==> src/rtl/alu_ctrl_stage.sv <==
// ID/EX ALU control stage: decodes opcode/funct into registered ALU controls under a
// valid/stall/flush protocol and tracks mul/div occupancy to hold HI/LO-dependent ops.
module alu_ctrl_stage #(
    parameter int CTRL_W     = 6,
    parameter int MUL_CYCLES = 4,
    parameter int DIV_CYCLES = 32,
    parameter bit ROTR_EN    = 1'b1
) (
    input  logic              i_clk,
    input  logic              i_rst_n,
    input  logic              i_valid,
    input  logic [5:0]        i_aluOp,
    input  logic [5:0]        i_func,
    input  logic              i_r_field,
    input  logic              i_stall,
    input  logic              i_flush,
    output logic              o_ready,
    output logic              o_valid,
    output logic [CTRL_W-1:0] o_aluControl,
    output logic              o_ALUSrc_op1,
    output logic              o_jr,
    output logic              o_nop,
    output logic              o_md_start,
    output logic [1:0]        o_md_op,
    output logic [1:0]        o_hilo_rd,
    output logic              o_md_busy,
    output logic              o_illegal
);
    localparam int CNT_W = $clog2(DIV_CYCLES + 1);

    localparam logic [5:0] OP_RTYPE = 6'h00;
    localparam logic [5:0] OP_BEQ   = 6'h04;
    localparam logic [5:0] OP_BNE   = 6'h05;
    localparam logic [5:0] OP_ADDI  = 6'h08;
    localparam logic [5:0] OP_ADDIU = 6'h09;
    localparam logic [5:0] OP_ANDI  = 6'h0C;
    localparam logic [5:0] OP_ORI   = 6'h0D;
    localparam logic [5:0] OP_XORI  = 6'h0E;
    localparam logic [5:0] OP_LUI   = 6'h0F;
    localparam logic [5:0] OP_LW    = 6'h23;
    localparam logic [5:0] OP_SW    = 6'h2B;

    localparam logic [5:0] ALU_ADD   = 6'b100000;
    localparam logic [5:0] ALU_SUB   = 6'b100010;
    localparam logic [5:0] ALU_AND   = 6'b100100;
    localparam logic [5:0] ALU_OR    = 6'b100101;
    localparam logic [5:0] ALU_XOR   = 6'b100110;
    localparam logic [5:0] ALU_LUI   = 6'b111100;
    localparam logic [5:0] ALU_ROTR  = 6'b111110;
    localparam logic [5:0] ALU_ROTRV = 6'b111111;

    typedef struct packed {
        logic [CTRL_W-1:0] ctrl;
        logic              src_op1;
        logic              jr;
        logic              nop;
        logic              md_start;
        logic [1:0]        md_op;
        logic [1:0]        hilo_rd;
        logic              illegal;
    } ctrl_t;

    ctrl_t            dec;
    ctrl_t            ctrl_p0;
    logic             vld_p0;
    logic [CNT_W-1:0] cnt_p0;
    logic [5:0]       code;
    logic             rot;
    logic             hz;
    logic             accept;

    assign rot = ROTR_EN & i_r_field;

    always_comb begin
        dec  = '0;
        code = 6'd0;
        case (i_aluOp)
            OP_RTYPE: begin
                case (i_func)
                    6'h00: begin
                        dec.nop     = 1'b1;
                        dec.src_op1 = 1'b1;
                    end
                    6'h02: begin
                        code        = rot ? ALU_ROTR : i_func;
                        dec.src_op1 = 1'b1;
                    end
                    6'h03: begin
                        code        = i_func;
                        dec.src_op1 = 1'b1;
                    end
                    6'h06:   code = rot ? ALU_ROTRV : i_func;
                    6'h08: begin
                        code   = i_func;
                        dec.jr = 1'b1;
                    end
                    6'h04, 6'h07, 6'h20, 6'h21, 6'h22, 6'h23,
                    6'h24, 6'h25, 6'h26, 6'h27, 6'h2A, 6'h2B: code = i_func;
                    6'h18, 6'h19, 6'h1A, 6'h1B: begin
                        dec.md_start = 1'b1;
                        dec.md_op    = i_func[1:0];
                    end
                    6'h10:   dec.hilo_rd = 2'b10;
                    6'h12:   dec.hilo_rd = 2'b01;
                    default: dec.illegal = 1'b1;
                endcase
            end
            OP_ADDI, OP_ADDIU, OP_LW, OP_SW: code = ALU_ADD;
            OP_BEQ, OP_BNE:                  code = ALU_SUB;
            OP_LUI:                          code = ALU_LUI;
            OP_ORI:                          code = ALU_OR;
            OP_XORI:                         code = ALU_XOR;
            OP_ANDI:                         code = ALU_AND;
            default:                         dec.illegal = 1'b1;
        endcase
        dec.ctrl[5:0] = code;
    end

    // Only ops touching HI/LO wait on the mul/div unit; everything else flows past it.
    assign hz      = (cnt_p0 != '0) & (dec.md_start | (|dec.hilo_rd));
    assign o_ready = i_rst_n & ~i_stall & ~hz;
    assign accept  = i_valid & o_ready;

    // ---- stage p0: ID/EX register ----
    always_ff @(posedge i_clk) begin
        if (!i_rst_n || i_flush) begin
            vld_p0  <= 1'b0;
            ctrl_p0 <= '0;
        end else if (i_stall) begin
            ctrl_p0.md_start <= 1'b0;
        end else if (accept) begin
            vld_p0  <= 1'b1;
            ctrl_p0 <= dec;
        end else begin
            vld_p0  <= 1'b0;
            ctrl_p0 <= '0;
        end
    end

    always_ff @(posedge i_clk) begin
        if (!i_rst_n) begin
            cnt_p0 <= '0;
        end else if (accept && dec.md_start && !i_flush) begin
            cnt_p0 <= dec.md_op[1] ? CNT_W'(DIV_CYCLES) : CNT_W'(MUL_CYCLES);
        end else if (cnt_p0 != '0) begin
            cnt_p0 <= cnt_p0 - CNT_W'(1);
        end
    end

    assign o_valid      = vld_p0;
    assign o_aluControl = ctrl_p0.ctrl;
    assign o_ALUSrc_op1 = ctrl_p0.src_op1;
    assign o_jr         = ctrl_p0.jr;
    assign o_nop        = ctrl_p0.nop;
    assign o_md_start   = ctrl_p0.md_start;
    assign o_md_op      = ctrl_p0.md_op;
    assign o_hilo_rd    = ctrl_p0.hilo_rd;
    assign o_illegal    = ctrl_p0.illegal;
    assign o_md_busy    = (cnt_p0 != '0);

endmodule

==> config.mk <==
export PLATFORM = sky130hd
export DESIGN_NAME = alu_ctrl_stage
export DESIGN_NICKNAME = d
export VERILOG_FILES = /design/src/rtl/alu_ctrl_stage.sv
export SDC_FILE = /design/constraint.sdc
export NUM_CORES = 1
export LEC_CHECK = 0
export BUFFER_PORTS_ARGS = -buffer_cell sky130_fd_sc_hd__clkbuf_2
export CAP_MARGIN = 5
export CORE_MARGIN = 5
export CORE_UTILIZATION = 54
export DETAILED_ROUTE_END_ITERATION = 7
export GPL_ROUTABILITY_DRIVEN = 0
export GPL_TIMING_DRIVEN = 0
export PLACE_DENSITY = 0.94
export SYNTH_ARGS = -nofsm -noshare
export SYNTH_HDL_FRONTEND = slang
export SYNTH_SLANG_ARGS = --single-unit
==> constraint.sdc <==
create_clock -name i_clk -period 5.11 [get_ports i_clk]
set_input_delay 0.7665 -clock i_clk [delete_from_list [all_inputs] [get_ports i_clk]]
set_output_delay 0.7665 -clock i_clk [all_outputs]
set_load 0.02 [all_outputs]
# Word-level counts from Yosys, hierarchy flattened
# Cells that the tools add are included.
# word_totals
elab_cells	86
latch_bits	0
romBits	0
output_inout_bits	18
ramBits	0
reg_bits	22
memories	0
# classes
n_div	0
n_shift	0
add_sub_neg	1
n_mux	17
n_mul	0
n_eq_ne	32
n_bitwise	8
magnitude_cmp	0
n_reduce_logical	18
# ops
cell	n
$eq A6 B6 Y1 const B	12
$eq A6 B4 Y1 const B	7
$pmux W6 S7	1
$eq A6 B5 Y1 const B	6
$eq A6 B3 Y1 const B	5
$mux W6	5
$reduce_or A23 Y1	1
$pmux W6 S3	1
$mux W15	1
$reduce_or A14 Y1	1
$eq A6 B2 Y1 const B	2
$logic_not A6 Y1	2
$reduce_or A10 Y1	1
$mux W8	1
$reduce_or A4 Y1	2
$reduce_bool A6 Y1	1
$reduce_or A3 Y1	2
$sub A6 B1 Y6 const B	1
$mux W1	5
$and A1 B1 Y1	4
$pmux W2 S2	1
$reduce_or A2 Y1	2
$mux W3	1
$not A1 Y1	3
other kinds (6)	8

# Longest topological paths before layout
# logic_depth
word_depth	13
ltp_mapped	8
ltp_nobuf	7

# Least setup slack after synthesis
# OpenSTA, ideal clock, no wires.
# synth_timing
path_kind	register to output
startpoint	register cnt_p0[0]
endpoint	output port o_ready
n_path_buf	1
stages_incl_launch_ff	7
path_slack_ns	2.553
arrival_time_ns	1.791
required_ns	4.344
path_cell_list	dfxtp_1 -> inv_1 -> ha_1 -> or3b_4 -> or3_4 -> buf_6 -> a31oi_1
# synth_via
elab_chain_cells	4
# synth_rtl
item	line	source
start, declared	66	logic [CNT_W-1:0] cnt_p0;
start signal, assigned	144	cnt_p0 <= dec.md_op[1] ? CNT_W'(DIV_CYCLES) : CNT_W'(MUL_CYCLES);
start signal, assigned	146	cnt_p0 <= cnt_p0 - CNT_W'(1);
$reduce_bool A6 Y1	--	
net o_md_busy	26	output logic o_md_busy,
$and A1 B1 Y1	120	assign hz = (cnt_p0 != '0) & (dec.md_start | (|dec.hilo_rd));
$not A1 Y1	121	assign o_ready = i_rst_n & ~i_stall & ~hz;
$and A1 B1 Y1	121	
end, declared	17	output logic o_ready,
# The timed path passes the listed nets, and every way through them passes these cells.

# Worst setup path in the final report
# layout_timing
startpoint	register cnt_p0[0]
endpoint	output port o_ready
# layout_via
elab_chain_cells	4
# layout_rtl
item	line
$reduce_bool A6 Y1	120
$and A1 B1 Y1	120
$not A1 Y1	121
$and A1 B1 Y1	121
# No other way between the ends.

==> results.sh <==
export IMPL_rsz0062_at_grt="false"
export IMPL_ys_seq_area_share_pct=35.63
export IMPL_async_flop_share_pct=0
export IMPL_grtUsageTotal_pct=19.72
export IMPL_die_w_um=57.85
export IMPL_initial_core_util_pct=56.42
export IMPL_whs_path_depth=2
export IMPL_max_cap_viol_count=0
export IMPL_synth_seq_cells=22
export IMPL_clock_tree_root_cell="clkbuf_4"
export IMPL_nets=202
export IMPL_critPathKind="reg2out"
export IMPL_synthAdderAreaFrac_pct=1.012
export IMPL_vias=1273
export IMPL_skew_ns=0.002656
export IMPL_finalSetupTns_ns=0
export IMPL_grt_max_degree=14
export IMPL_final_common_cell="clkbuf_2"
export IMPL_antenna_found_initial=0
export IMPL_numCtsBuffers=3
export IMPL_drtAntennaViolNets=0
export IMPL_p_per_area_nw_per_um2=345.3
export IMPL_clk_latency_ns=0.32
export IMPL_ctsHoldBuffers=0
export IMPL_hold_viol=0
export IMPL_fmax_mhz=334.8
export IMPL_status="complete, no violations"
export IMPL_grt_pass1_vias=1216
export IMPL_muxShareOfSynthArea_pct=0.8097
export IMPL_critPathLaunchType="register"
export IMPL_fin_crit_sh_pct=58.45
export IMPL_cts_clk_slew_worst_paths_ns=0.13
export IMPL_syn_avg_cell_area_um2=8.645
export IMPL_io_pins=36
export IMPL_yosys_area_share_simple_pct=27.33
export IMPL_maxSlewViolCount=0
export IMPL_synth_edf_count=0
export IMPL_ir_drop_uv=308.1
export IMPL_reg2reg_depth=7
export IMPL_grt_pass1_wl_um=5202
export IMPL_cts_tree="built"
export IMPL_synth_compound_area_share_pct=28.24
export IMPL_synth_top_cell_area_share_pct=35.63
export IMPL_yosys_area_top_type="dfxtp_1"
export IMPL_slew_headroom_pct=68.99
export IMPL_post_dp_hpwl_um=2436
export IMPL_syn_to_final_growth_pct=21.26
export IMPL_viasPerCell=6.062
export IMPL_synthTopCellsByArea="dfxtp_1 36%, a22o_1 5.0%, a21oi_1 4.5%"
export IMPL_yosysWarnings=0
export IMPL_first_pass_iters=4
export IMPL_diodes=0
export IMPL_wire_per_inst_um=15.25
export IMPL_drt_initial_drc_count=77
export IMPL_end_kind="output port"
export IMPL_drc=0
export IMPL_syn_inst=143
export IMPL_tightest_slew_ns=0.4652
export IMPL_portBuffers=35
export IMPL_synth_top_family_by_area="compound AO/OA/AOI/OAI gates"
export IMPL_gr_total_overflow=0
export IMPL_synth_area_um2=1236
export IMPL_crit_required_ns=4.34
export IMPL_ctsHtreeMaxLevel=1
export IMPL_synth_top_flop_cell="dfxtp_1"
export IMPL_synth_cell_type_count=45
export IMPL_setup_violations=0
export IMPL_cts_setup_buffers=0
export IMPL_synth_xor_area_share_pct=2.126
export IMPL_die_area_um2=3346
export IMPL_arrival_ns=2.22
export IMPL_layout_min_cycle_time_ns=2.987
export IMPL_clockBufferDepth=2
export IMPL_cp_max_fo=10
export IMPL_rows=17
export IMPL_wl_um=3202
export IMPL_leakage_nw=0.6588
export IMPL_dieHeight_um=57.85
export IMPL_clkSinkCount=22
export IMPL_layout_common_cells="35 x clkbuf_2, 22 x dfxtp_1, 11 x nand2_1, 11 x a21oi_1, 8 x clkbuf_1"
export IMPL_n_fill_cell=194
export IMPL_core_area_um2=2191
export IMPL_post_route_util_pct=68.42
export IMPL_drive_gt1_share_pct=26.37
export IMPL_hp_class="reg2reg"
export IMPL_cts_resized=0
export IMPL_syn_nets=162
-- final timing paths --
path                            slack (ns)         start           end
worst min register to register        0.46  o_hilo_rd[1]  o_hilo_rd[1]
worst max-delay path                  2.12     cnt_p0[0]       o_ready
worst min-delay path                  0.46  o_hilo_rd[1]  o_hilo_rd[1]
worst max register to register        2.93     cnt_p0[0]     cnt_p0[3]
-- layer usage --
layer  share of wire [%]  global-route usage [%]  up-vias  routed length (µm)
li1                    -                       -      613                   -
met1                  38                   21.43      586                1224
met2                  51                   36.94       61                1638
met3                 7.8                   3.118       13                 250
met4                 2.7                   8.940        0                  88
met5                   0                       0        -                   0
-- report_power, final --
part	total [mW]	internal (mW)	switching (mW)
clock	0.136	0.0794	0.0564
sequential	0.200	0.188	0.0116
combinational	0.182	0.0868	0.0949
-- area by class of cell --
| cell class | instances | area, µm² | area share, % |
|---|---|---|---|
| Tap cell | 28 | 35.03 | 2.337 |
| Timing Repair Buffer | 35 | 175.2 | 11.69 |
| Buffer | 9 | 41.29 | 2.755 |
| Inverter | 5 | 18.77 | 1.252 |
| Clock buffer | 3 | 22.52 | 1.503 |
| Multi-Input combinational cell | 107 | 735.7 | 49.08 |
| Clock inverter | 1 | 30.03 | 2.003 |
| Sequential cell | 22 | 440.4 | 29.38 |
-- flip-flops by register name, summed over array words and instances, names as in the netlist --
signal        count
o_illegal         1
o_md_start        1
o_hilo_rd         2
o_jr              1
o_ALUSrc_op1      1
o_aluControl      6
o_md_op           2
o_valid           1
o_nop             1
cnt_p0            6
-- through the flow --
| step | power [mW] | area (µm²) | setup slack, ns | hold WS [ns] | std cells |
|---|---|---|---|---|---|
| final | 0.5176 | 1499 | 2.123 | 0.4622 | 210 |
| after global routing | 0.5483 | 1499 | 2.065 | 0.4901 | 210 |
| after CTS | 0.5199 | 1499 | 2.146 | 0.4679 | 210 |
| after detailed placement | 0.3855 | 1446 | 2.269 | 0.4504 | 206 |
| after global placement | 0.3720 | 1446 | 2.338 | 0.4272 | 206 |
| after floorplan | 0.3407 | 1236 | 2.553 | 0.4575 | 143 |
-- cells in the mapped netlist (all sizes together) (3+ instances only) --
master,n
dfxtp,22
nand3b,3
clkbuf,8
o21bai,4
nor4,4
a21o,3
nor3,6
o21ai,7
nor2,5
a21oi,11
nor2b,5
a32o,5
nand2,11
a22o,7
nand2b,4
or3b,3
inv,5
or3,3
-- cells by family (layout without fill, tap and decap cells) --
group           after synthesis  count (layout)
compound gates               48              48
xor+xnor                      3               3
fa+ha+maj                     1               1
buf+inv                      14              53
flops                        22              22
mux                           1               1
simple gates                 54              54
-- worst max-delay path: stages (launching register included) --
cell	delay [ns]
dfxtp_1	0.33
inv_1	0.09
ha_1	0.19
or3b_4	0.40
or3_4	0.36
buf_6	0.15
a31oi_1	0.17
clkbuf_2	0.21
No activity file was read; power rests on OpenSTA's default activity.
